==> src/rtl/dsp_boot_ctrl.sv <==
// DSP boot sequencer: holds the DSP in reset with the boot-mode word on its GPIOs,
// releases reset, hands the pins to the DSP and waits for ready, retrying on timeout.
module dsp_boot_ctrl #(
   parameter logic [15:0] BOOTMODE      = 16'h160D,
   parameter int unsigned RST_CYC       = 100,
   parameter int unsigned HOLD_CYC      = 50,
   parameter int unsigned READY_TIMEOUT = 1000,
   parameter int unsigned MAX_RETRY     = 3
) (
   input  logic        clk,
   input  logic        rstn,
   input  logic        i_reboot,
   input  logic        i_dsp_ready,
   output logic        o_dsp_nrst,
   output logic [15:0] o_dsp_gpio,
   output logic [15:0] o_dsp_gpio_dir_by_dsp,
   output logic        o_bootconfig_done,
   output logic        o_boot_fail,
   output logic [1:0]  o_retry_cnt,
   output logic [2:0]  o_state
);

   typedef enum logic [2:0] {
      ST_RST  = 3'd1,
      ST_HOLD = 3'd2,
      ST_WAIT = 3'd3,
      ST_DONE = 3'd4,
      ST_FAIL = 3'd5
   } state_t;

   localparam logic [31:0] L_RST_LAST  = 32'(RST_CYC - 1);
   localparam logic [31:0] L_HOLD_LAST = 32'(HOLD_CYC - 1);
   localparam logic [31:0] L_TO_LAST   = 32'(READY_TIMEOUT - 1);
   localparam logic [1:0]  L_MAX_RETRY = 2'(MAX_RETRY);

   logic        r_rdy_s1;
   logic        r_rdy_s2;
   logic        r_rbt_s1;
   logic        r_rbt_s2;
   logic        r_rbt_s3;
   logic        w_rdy_s;
   logic        w_reboot_evt;

   state_t      r_state;
   logic [31:0] r_cnt;
   logic        r_run;
   logic [1:0]  r_retry_cnt;
   logic        r_dsp_nrst;
   logic [15:0] r_dsp_gpio;
   logic [15:0] r_dir;
   logic        r_done;
   logic        r_fail;

   state_t      w_next_state;
   logic        w_cnt_clr;
   logic        w_retry_inc;

   always_ff @(posedge clk or negedge rstn) begin
      if (!rstn) begin
         r_rdy_s1 <= 1'b0;
         r_rdy_s2 <= 1'b0;
         r_rbt_s1 <= 1'b0;
         r_rbt_s2 <= 1'b0;
         r_rbt_s3 <= 1'b0;
      end else begin
         r_rdy_s1 <= i_dsp_ready;
         r_rdy_s2 <= r_rdy_s1;
         r_rbt_s1 <= i_reboot;
         r_rbt_s2 <= r_rbt_s1;
         r_rbt_s3 <= r_rbt_s2;
      end
   end

   assign w_rdy_s      = r_rdy_s2;
   assign w_reboot_evt = r_rbt_s2 & ~r_rbt_s3;

   // Re-boot outranks everything; ready outranks the WAIT timeout.
   always_comb begin
      w_next_state = r_state;
      w_retry_inc  = 1'b0;
      if (w_reboot_evt) begin
         w_next_state = ST_RST;
      end else begin
         case (r_state)
            ST_RST:  if (r_cnt == L_RST_LAST) w_next_state = ST_HOLD;
            ST_HOLD: if (r_cnt == L_HOLD_LAST) w_next_state = ST_WAIT;
            ST_WAIT: begin
               if (w_rdy_s) begin
                  w_next_state = ST_DONE;
               end else if (r_cnt == L_TO_LAST) begin
                  if (r_retry_cnt < L_MAX_RETRY) begin
                     w_next_state = ST_RST;
                     w_retry_inc  = 1'b1;
                  end else begin
                     w_next_state = ST_FAIL;
                  end
               end
            end
            default: w_next_state = r_state;
         endcase
      end
      w_cnt_clr = w_reboot_evt | (w_next_state != r_state);
   end

   // r_run holds the counter on the first edge after reset so that reset release
   // behaves like an RST entry: RST then spans edges 0..RST_CYC-1.
   always_ff @(posedge clk or negedge rstn) begin
      if (!rstn) begin
         r_state     <= ST_RST;
         r_cnt       <= 32'd0;
         r_run       <= 1'b0;
         r_retry_cnt <= 2'd0;
         r_dsp_nrst  <= 1'b0;
         r_dsp_gpio  <= BOOTMODE;
         r_dir       <= 16'h0000;
         r_done      <= 1'b0;
         r_fail      <= 1'b0;
      end else begin
         r_run   <= 1'b1;
         r_state <= w_next_state;
         if (w_cnt_clr) begin
            r_cnt <= 32'd0;
         end else if (r_run) begin
            r_cnt <= r_cnt + 32'd1;
         end
         if (w_reboot_evt) begin
            r_retry_cnt <= 2'd0;
         end else if (w_retry_inc) begin
            r_retry_cnt <= r_retry_cnt + 2'd1;
         end
         r_dsp_nrst <= (w_next_state != ST_RST) && (w_next_state != ST_FAIL);
         r_dsp_gpio <= BOOTMODE;
         r_dir      <= ((w_next_state == ST_WAIT) || (w_next_state == ST_DONE)) ? 16'hFFFF : 16'h0000;
         r_done     <= (w_next_state == ST_DONE);
         if (w_reboot_evt) begin
            r_fail <= 1'b0;
         end else if (w_next_state == ST_FAIL) begin
            r_fail <= 1'b1;
         end
      end
   end

   assign o_dsp_nrst            = r_dsp_nrst;
   assign o_dsp_gpio            = r_dsp_gpio;
   assign o_dsp_gpio_dir_by_dsp = r_dir;
   assign o_bootconfig_done     = r_done;
   assign o_boot_fail           = r_fail;
   assign o_retry_cnt           = r_retry_cnt;
   assign o_state               = r_state;

endmodule

==> config.mk <==
export PLATFORM = sky130hd
export DESIGN_NAME = dsp_boot_ctrl
export DESIGN_NICKNAME = d
export VERILOG_FILES = /design/src/rtl/dsp_boot_ctrl.sv
export SDC_FILE = /design/constraint.sdc
export NUM_CORES = 1
export LEC_CHECK = 0
export ABC_AREA = 1
export BUFFER_PORTS_ARGS = -buffer_cell sky130_fd_sc_hd__buf_2
export CAP_MARGIN = 20
export CORE_ASPECT_RATIO = 1.5
export CORE_MARGIN = 4
export CORE_UTILIZATION = 62
export DETAILED_ROUTE_END_ITERATION = 10
export PLACE_DENSITY = 0.84
export SYNTH_ARGS = -nofsm -noshare
export SYNTH_HDL_FRONTEND = slang
export SYNTH_SLANG_ARGS = --single-unit
==> constraint.sdc <==
create_clock -name clk -period 4.8 [get_ports clk]
set_clock_uncertainty 0.15 [all_clocks]
set_input_delay 0.96 -clock clk [delete_from_list [all_inputs] [get_ports clk]]
set_output_delay 0.96 -clock clk [all_outputs]
set_load 0.03 [all_outputs]
==> run summary, run 1 <==
die area - 6120 sq um
clock period minus worst slack - 2.55 ns
Final Hold Viols - 0
leakage power - 1.62 nW
synthesized flop and latch total - 47
commonest non-fill, non-tap cell in the layout - nand2_1
placed wire-length estimate - 4300 um
vias after detailed routing - 2,363
Yosys cell types - 28
non-filler cells, final - 486
cell count after synthesis - 404
register area share after synthesis - 38.7%
Clock Path Buffers - 2
f_max - 393 MHz
Placed Cells - 477
largest net degree at the start of global routing - 48
launching point of the worst reg2reg path - r_cnt[0]
Vias/cell - 4.86
Avg WL per Cell - 11.8 um
YS warnings - 0
CTS tree - done
Mean Syn Cell Area - 7.54 sq um
area of the core - 4810 sq um
Die Y - 93.8 um
reg-to-reg endpoint - r_cnt[19]
width of the chip - 65.2 um
nets - 426
clk_lat worst skew - 0.31 ns
Final setup viols - 0
DRC - 0
Hold Path Class - flop to flop
worst reg-to-reg setup slack - 2.25 ns
CP Capture Type - flop
TritonCTS Buffers - 5
vias in the first global route - 2,371
Worst-path clk slew - 0.09 ns
Detailed Route WL - 5750 um
Clock Sinks - 47
RePlAce Congestion - 0.918
PortBufs - 27
Resized cells post-CTS - 0
Tightest Pin Transition - 0.845 ns
initial core utilization - 63.3%
most frequent cells in the layout - nand2_1, inv_1, dfrtp_1
hold path startpoint - r_rbt_s1
Slowest cell on crit path - inv_2
initial antenna violation count - 0
Crit path largest cell delay - 0.61 ns
first-pass GRT wire length - 9950 um
area taken by multi-input logic gates - 1400 sq um
ANT cells - 0
hold endpoint - r_rbt_s2
DR iter-0 viols - 151
Cell Area, Synth - 3040 sq um
RSZ-0062 raised after global routing - false
Slew headroom - 43.6%
worst setup margin - 2.25 ns
final core occ - 66.3%
status - finished, final reports clean
IO Count - 44
grt ovf - 0
type of origin of the critical path - flop
Post-CTS Setup Inserts - 0
placement row count - 31
fill cell count - 407
r2r worst-path depth - 12
clock root buffer - clkbuf_8
hold path depth - 0
post-route setup TNS - 0 ns
H-tree Lvls - 2
antenna-violating nets left - 0
final instance area - 3190 sq um
Max Cap Viol - 0
Critical Path, Cell by Cell - ha_1, nand2_1, nor2_1, nand2_1, nor2_1, nand3_1, nand2_1, nand3_1, nand3_1, nor2_4, inv_2, nor2_1
Post-CTS Hold Fix Bufs - 0
fin. max-slew vios - 0
worst vdd ir - 0.000205 V
PD cells - 373 nW/um^2
Area Overhead vs Synth - 4.73%
Sequential Area - 1180 sq um
Area after DPL - 3050 sq um
Required @ worst endpoint - 4.82 ns
first drt pass iteration count - 4
CP arrival - 2.56 ns
Placement Setup Slack - 2.32 ns
CP Max Fanout - 30
share of cells above drive strength 1 - 20.5%
Tot GR Track Use - 20.8%
Setup CP Type - flop to flop
Tcrit/Tclk final - 53.0%
==> state kept, by name (all words and copies together), names as in the netlist <==
name                   count
r_rbt_s1                   1
r_run                      1
r_rdy_s1                   1
o_dsp_gpio_dir_by_dsp      1
o_state                    3
o_retry_cnt                2
o_dsp_nrst                 1
r_rdy_s2                   1
o_bootconfig_done          1
o_boot_fail                1
r_cnt                     32
r_rbt_s2                   1
r_rbt_s3                   1
==> worst max path at each step <==
| stage | startpoint | end | cells past startpoint |
|---|---|---|---|
| finish | r_cnt[0] | r_cnt[19] | 12 |
| CTS | r_cnt[0] | r_cnt[19] | 12 |
| detailed placement | r_cnt[0] | r_cnt[19] | 12 |
| floorplan | o_dsp_gpio_dir_by_dsp[14] | o_dsp_gpio_dir_by_dsp[10] | 1 |
| global placement | r_cnt[0] | r_cnt[19] | 12 |
| global route | r_cnt[0] | r_cnt[19] | 12 |
==> cell type report <==
class	count	share of cell area (%)
clock inverters	2	1.22
clock buffers	6	2.59
well taps	66	2.59
multi-input cells	271	44.0
flip-flops and latches	47	36.9
inverters	66	7.77
repair buffers	28	4.87
==> cell families after synthesis <==
kind of cell	after synthesis	share of synthesized area, %
compound gates	9	1.60
xor+xnor	25	7.19
other cells	2	0.247
buf+inv	101	17.1
flops	47	38.7
fa+ha+maj	3	1.23
simple gates	217	34.0
==> per-stage QoR <==
step / power [mW] / hold WS, ns
after floorplan: 0.869 / 0.181
after global placement: 0.882 / 0.182
after detailed placement: 0.888 / 0.186
after CTS: 1.20 / 0.206
after global routing: 1.26 / 0.209
final: 1.19 / 0.194
==> synthesized netlist by cell type <==
master,number,share of area (%)
dfstp_2,1,0.86
inv_1,57,7.0
nand4_2,1,0.41
nand3_1,16,2.6
o21ai_0,5,0.82
nand4_4,1,0.70
nand3b_1,1,0.25
nor3_1,8,1.3
xnor2_1,2,0.58
a21oi_1,2,0.33
nor3_4,1,0.53
nand2_1,95,12
a21oi_2,1,0.29
nor2_2,28,5.8
nor2_4,5,1.8
inv_2,9,1.1
dfrtp_1,46,38
xor2_1,23,6.6
nand4_1,11,2.3
buf_4,31,7.6
ha_1,3,1.2
buf_2,1,0.16
conb_1,2,0.25
o21ai_1,1,0.16
nor2_1,45,5.5
buf_6,3,1.1
nor4_1,2,0.41
nand2_2,3,0.62
==> critical path, delay by kind of cell (launching register included) <==
kind	cells	cell delay, ns
and+or+nand+nor	10	0.91
DFF	1	0.45
buffers and inverters	1	0.61
adders and majority gates	1	0.27
==> routing by layer <==
metal  vias up  share of wire (%)  track usage (%)
met4         0                4.7             11.9
met1      1075                 38             22.3
met5         -                  0                0
met3        22                4.6             3.35
li1       1198                  -                -
met2        68                 53             37.4
==> power breakdown <==
part | switching, mW | internal (mW)
clock | 0.135 | 0.171
combinational | 0.319 | 0.0989
sequential | 0.0345 | 0.431
total | 0.488 | 0.701
(Power assumes the default switching activity.)
==> run 2, diff against run 1 <==
Settings changed: CORE_UTILIZATION 62 to 52, PLACE_DENSITY 0.84 to 0.74.
Clock period 4.8 ns to 2.2 ns, I/O delays scaled along.
==> run 2 against run 1 <==
Sequential power up 120%. Sequential cell count is the same. Clock power increased by 67%. First-iteration DRC count down 11%. Global-route usage fell by 3.1 points. Die area rose by 17%. Worst setup slack got worse by 2.1 ns. Register-to-register slack got worse by 2.1 ns.
==> run summary, run 2 (synthesis gave the netlist of run 1 again) <==
Top delay family on crit path - simple AND/OR/NAND/NOR gates
area taken by multi-input logic gates - 1420 sq um (+0.89%)
f_max - 488 MHz (+24%)
Detailed Route WL - 5950 um (+3.4%)
Hold Path Class - input pin to flop
Die Y - 102 um (+8.4%)
Slew headroom - 64.7% (+21 points)
nets - 436 (+2.3%)
CP Max Fanout - 12 (-60%)
CTS tree - done
RSZ-0062 raised after global routing - false
Final setup viols - 0 (unchanged)
Placement Setup Slack - 0.112 ns (-2.21 ns)
type of origin of the critical path - flop
IO Count - 44 (unchanged)
initial antenna violation count - 0 (unchanged)
Max Cap Viol - 0 (unchanged)
Final Hold Viols - 0 (unchanged)
ANT cells - 0 (unchanged)
antenna-violating nets left - 0 (unchanged)
DRC - 0 (unchanged)
Avg WL per Cell - 11.9 um (+0.51%)
clock root buffer - clkbuf_8
non-filler cells, final - 500 (+2.9%)
Crit path largest cell delay - 0.46 ns (-0.15 ns)
Clock Path Buffers - 2 (unchanged)
Worst-path clk slew - 0.08 ns (about the same)
most frequent cells in the layout - nand2_1, inv_1, dfrtp_1
Vias/cell - 4.86 (about the same)
clk_lat worst skew - 0.30 ns (about the same)
Area Overhead vs Synth - 8.14%
TritonCTS Buffers - 5 (unchanged)
initial core utilization - 54.6% (-8.7 points)
clock period minus worst slack - 2.05 ns (-0.497 ns)
Clock Sinks - 47 (unchanged)
most used cell, CP - nand2_2
PD cells - 801 nW/um^2 (+110%)
H-tree Lvls - 2 (unchanged)
Tcrit/Tclk final - 93.1% (+40 points)
placed wire-length estimate - 4620 um (+7.6%)
fill cell count - 509 (+25%)
DR iter-0 viols - 135 (-11%)
worst setup margin - 0.151 ns (-2.10 ns)
post-route setup TNS - 0 ns (unchanged)
first-pass GRT wire length - 10,100 um (+2.0%)
commonest non-fill, non-tap cell in the layout - nand2_1
Required @ worst endpoint - 2.28 ns (-2.54 ns)
grt ovf - 0 (unchanged)
worst vdd ir - 0.000328 V (+60%)
Sequential Area - 1180 sq um (+0.11%)
PortBufs - 27 (unchanged)
placement row count - 33 (+6.5%)
Setup CP Type - flop to flop
die area - 7170 sq um (+17%)
share of cells above drive strength 1 - 23.5% (+3.0 points)
Placed Cells - 489 (+2.5%)
width of the chip - 70.5 um (+8.1%)
Critical Path, Cell by Cell - inv_2, nand2_1, nor2_1, nand2_1, nor2_4, nand2_2, nand2_2, nand4_4, nand2_2, inv_2, nor2_4, inv_4, buf_12, nor2_1
WP buf/inv - 4 (+3)
first drt pass iteration count - 4 (unchanged)
CP Capture Type - flop
Worst Hold Slack - 0.0934 ns (-0.101 ns)
Tot GR Track Use - 17.6% (-3.1 points)
CP arrival - 2.13 ns (-0.43 ns)
Reg with most FFs - r_cnt
fin. max-slew vios - 0 (unchanged)
Slowest cell on crit path - dfrtp_1
Largest register FFs - 32 (unchanged)
largest net degree at the start of global routing - 29 (-40%)
leakage power - 1.67 nW (+2.9%)
RePlAce Congestion - 0.961 (+4.7%)
Tightest Pin Transition - 0.526 ns (-0.319 ns)
area of the core - 5570 sq um (+16%)
status - finished, final reports clean
total power - 2.64 mW (+120%)
vias after detailed routing - 2,429 (+2.8%)
vias in the first global route - 2,428 (+2.4%)
-- run 2: changes by cell type in the layout (fill, tap and decap cells not counted), moves of 2 or more --
cell,before,now
nor2_2,28,32
buf_12,1,3
clkinv_2,0,3
buf_4,0,6
nor2_1,45,41
-- run 2: final cells by class --
class	instances	share of cell area [%]
multi-input cells	271	43.0
repair buffers	38	8.36
clock inverters	3	0.456
inverters	66	7.60
well taps	70	2.66
flip-flops and latches	47	35.8
clock buffers	5	2.09
-- run 2: layer usage --
layer,track usage [%],share of wire [%],up-vias
li1,-,-,1216
met1,18.7,40,1129
met2,33.2,52,65
met3,2.78,4.6,19
met4,9.14,3.9,0
met5,0,0,-
-- run 2: path summary, 6_finish.rpt --
| kind | start | endpoint | slack (ns) | cells after the start |
|---|---|---|---|---|
| worst min register to register | r_rdy_s1 | r_rdy_s2 | 0.21 | 0 |
| max in group asynchronous | rstn | o_state[0] | 0.85 | 3 |
| worst min-delay path | i_dsp_ready | r_rdy_s1 | 0.09 | 1 |
| min in group asynchronous | rstn | r_cnt[8] | 0.47 | 2 |
| worst max register to register | r_cnt[21] | r_cnt[19] | 0.15 | 14 |
| worst max-delay path | r_cnt[21] | r_cnt[19] | 0.15 | 14 |
-- run 2: timing repair --
item                                    CTS  global route
hold endpoints to repair                 19             0
buffers inserted                          0             1
hold buffers                              1             0
endpoints found under the setup margin    0            32
resized for setup                         0             7
-- run 2: stage by stage --
step	area [sq um]	utilization, %
5_1_grt	3290	59.1
6_report	3290	59.1
2_1_floorplan	3100	-
3_5_place_dp	3150	56.5
4_1_cts	3240	58.2
3_3_place_gp	3150	56.5
-- run 2: where the power goes --
group          leakage, nW  switching, mW  internal [mW]  total, mW
combinational        0.990          0.754          0.367       1.12
clock               0.0477          0.293          0.218      0.512
sequential           0.631         0.0666          0.939       1.01
total                 1.67           1.11           1.52       2.64
-- run 2: worst reg2reg max path: stages, from the launching register on --
cell and delay [ns]:
dfrtp_1 0.46, inv_2 0.07, nand2_1 0.05, nor2_1 0.12, nand2_1 0.12, nor2_4 0.17
nand2_2 0.08, nand2_2 0.08, nand4_4 0.10, nand2_2 0.08, inv_2 0.04, nor2_4 0.14
inv_4 0.08, buf_12 0.16, nor2_1 0.10
==> run 3, diff against run 2 <==
Settings changed: ABC_AREA 1 to not set, CORE_UTILIZATION 52 to 51, HOLD_SLACK_MARGIN set to 0.05.
==> run 3 against run 2 <==
Die area shrank 9.3%. Non-clock buffer count grew 3. Sequential share of layout area up 4.3 points. Critical path type unchanged. Critical endpoint is now r_cnt[1]. First-iteration DRC count down 31%.
==> run summary, run 3 <==
Detailed Route WL - 5020 um (-16%)
clk_lat worst skew - 0.30 ns (about the same)
DR iter-0 viols - 93 (-31%)
Die Y - 96.8 um (-4.9%)
initial core utilization - 52.3% (-2.3 points)
Slew headroom - 64.5% (-0.15 points)
Reg with most FFs - r_cnt
RePlAce Congestion - 0.849 (-12%)
initial antenna violation count - 0 (unchanged)
placement row count - 32 (-3.0%)
PD cells - 551 nW/um^2 (-31%)
synthesized flop and latch total - 47 (unchanged)
placed wire-length estimate - 3850 um (-17%)
Critical Path, Cell by Cell - ha_1, and3b_1, nand4_1, nor4_2, a211o_1, o21bai_4, a211oi_2
Final Hold Viols - 0 (unchanged)
vias in the first global route - 1,898 (-22%)
Area Overhead vs Synth - 9.72%
area of the core - 5120 sq um (-8.1%)
share of cells above drive strength 1 - 24.7% (+1.3 points)
CTS tree - done
register area share after synthesis - 44.0% (+5.3 points)
grt ovf - 0 (unchanged)
Top delay family on crit path - compound AO/OA/AOI/OAI gates
WP buf/inv - 0 (-4)
Hold Path Class - input pin to flop
width of the chip - 67.2 um (-4.7%)
ANT cells - 0 (unchanged)
launching point of the worst reg2reg path - r_cnt[1]
non-filler cells, final - 363 (-27%)
most frequent cells in the layout - dfrtp_1, nor2_1, buf_2
Tot GR Track Use - 16.8% (-0.82 points)
CP arrival - 2.20 ns (+0.07 ns)
Yosys cell types - 47 (+68%)
Synth Area in XOR/XNOR - 9.15% (+2.0 points)
TritonCTS Buffers - 5 (unchanged)
total power - 1.62 mW (-39%)
Avg WL per Cell - 13.8 um (+16%)
Placed Cells - 352 (-28%)
commonest non-fill, non-tap cell in the layout - dfrtp_1
Slowest cell on crit path - dfrtp_1
PortBufs - 27 (unchanged)
Largest register FFs - 32 (unchanged)
Post-synth EDFFs - 0 (unchanged)
largest net degree at the start of global routing - 28 (-3.4%)
ys async rst share - 100% (unchanged)
worst vdd ir - 0.000226 V (-31%)
leakage power - 1.45 nW (-13%)
cell count after synthesis - 270 (-33%)
Mean Syn Cell Area - 9.92 sq um (+32%)
H-tree Lvls - 2 (unchanged)
Synth Area in Adders - 1.40% (+0.17 points)
nets - 301 (-31%)
Synth area leader - dfrtp_1
ys flop type - dfrtp_1
vias after detailed routing - 1,916 (-21%)
hold path startpoint - i_reboot
CP Capture Type - flop
f_max - 469 MHz (-3.9%)
clock root buffer - clkbuf_8
first drt pass iteration count - 4 (unchanged)
die area - 6500 sq um (-9.3%)
simple-gate share of the synthesized area - 27.8% (-6.2 points)
Cell Area, Synth - 2680 sq um (-12%)
clock period minus worst slack - 2.13 ns (+0.0821 ns)
YS warnings - 0 (unchanged)
Commonest cells post-synth - dfrtp_1, nor2_1, buf_4
share of the synthesized area in the top cell type - 43.0% (+5.2 points)
synth top area cells - dfrtp_1, buf_4, xor2_1, nor2_1, xnor2_1
Setup CP Type - flop to flop
Required @ worst endpoint - 2.27 ns (about the same)
DRC - 0 (unchanged)
launch point of the critical path - r_cnt[1]
Worst Hold Slack - 0.0890 ns (-0.00449 ns)
Crit path largest cell delay - 0.42 ns (-0.04 ns)
mux share of post-synthesis cell area - 0.747% (+0.75 points)
Worst-path clk slew - 0.09 ns (about the same)
status - finished, final reports clean
first-pass GRT wire length - 8620 um (-15%)
compound-cell area share of the yosys netlist - 5.23% (+3.6 points)
Clock Path Buffers - 2 (unchanged)
Tcrit/Tclk final - 96.9% (+3.7 points)
Placement Setup Slack - 0.0820 ns (-0.0302 ns)
Max Cap Viol - 0 (unchanged)
Tightest Pin Transition - 0.530 ns (+0.00385 ns)
worst setup margin - 0.0691 ns (-0.0821 ns)
fin. max-slew vios - 0 (unchanged)
fill cell count - 457 (-10%)
Vias/cell - 5.28 (+8.7%)
IO Count - 44 (unchanged)
antenna-violating nets left - 0 (unchanged)
largest family of logic cells by synthesized area - simple AND/OR/NAND/NOR gates
final core occ - 57.3% (-1.7 points)
CP Max Fanout - 6 (-6)
most frequent cell after synthesis - dfrtp_1
Clock Sinks - 47 (unchanged)
type of origin of the critical path - flop
Final setup viols - 0 (unchanged)
## run 3: cell types whose count changed after synthesis, moves of 6 or more
cell	previous run	this run
inv_1	57	6
xnor2_1	2	11
nor2_2	28	0
nand4_1	11	5
inv_2	9	0
nand2_1	95	18
and3_1	0	8
nor2_1	45	36
xor2_1	23	17
## run 3: path summary, 6_finish.rpt
kind,endpoint,slack (ns),cells past startpoint
setup / recovery,r_cnt[1],0.07,7
hold / removal,r_rbt_s1,0.09,1
setup reg to reg,r_cnt[1],0.07,7
hold reg to reg,r_rdy_s2,0.21,0
max in group asynchronous,o_state[0],0.84,3
min in group asynchronous,r_rbt_s1,0.48,2
## run 3: cell type report
cell class | instances | area (sq um) | share of cell area, %
Inverter | 6 | 22.5 | 0.766
Clock buffer | 5 | 68.8 | 2.34
Sequential cell | 47 | 1180 | 40.1
Tap cell | 68 | 85.1 | 2.89
Clock inverter | 3 | 20.0 | 0.681
Timing Repair Buffer | 41 | 259 | 8.81
Multi-Input combinational cell | 193 | 1310 | 44.4
## run 3: layer usage
layer	wire length (um)	part of all wire (%)	global-route usage, %	vias up
met2	2770	55	30.3	49
met4	79	1.6	4.84	0
met1	1930	38	19.3	940
li1	-	-	-	918
met3	241	4.8	3.37	9
met5	0	0	0	-
## run 3: logic make-up after synthesis
| logic type | after synthesis |
|---|---|
| fa+ha+maj | 3 |
| mux | 2 |
| xor+xnor | 28 |
| compound gates | 19 |
| simple gates | 124 |
| flops | 47 |
| other cells | 2 |
| buf+inv | 45 |
## run 3: stage by stage
stage,TNS (ns),area (sq um)
after global placement,0,2770
final,0,2940
after global routing,-0.0270,2940
after CTS,0,2870
after floorplan,0,2740
after detailed placement,0,2770
## run 3: report_power, final
part           internal (mW)  switching (mW)  total [mW]
combinational         0.0666           0.120       0.186
sequential             0.886          0.0303       0.917
clock                  0.221           0.294       0.516
## run 3: timing repair
| item | 4_1_cts | 5_1_grt |
|---|---|---|
| hold buffers | 1 | 0 |
| hold endpoints to repair | 20 | 0 |
| buffers inserted | 0 | 2 |
| endpoints found under the setup margin | 0 | 37 |
| resized for setup | 0 | 9 |
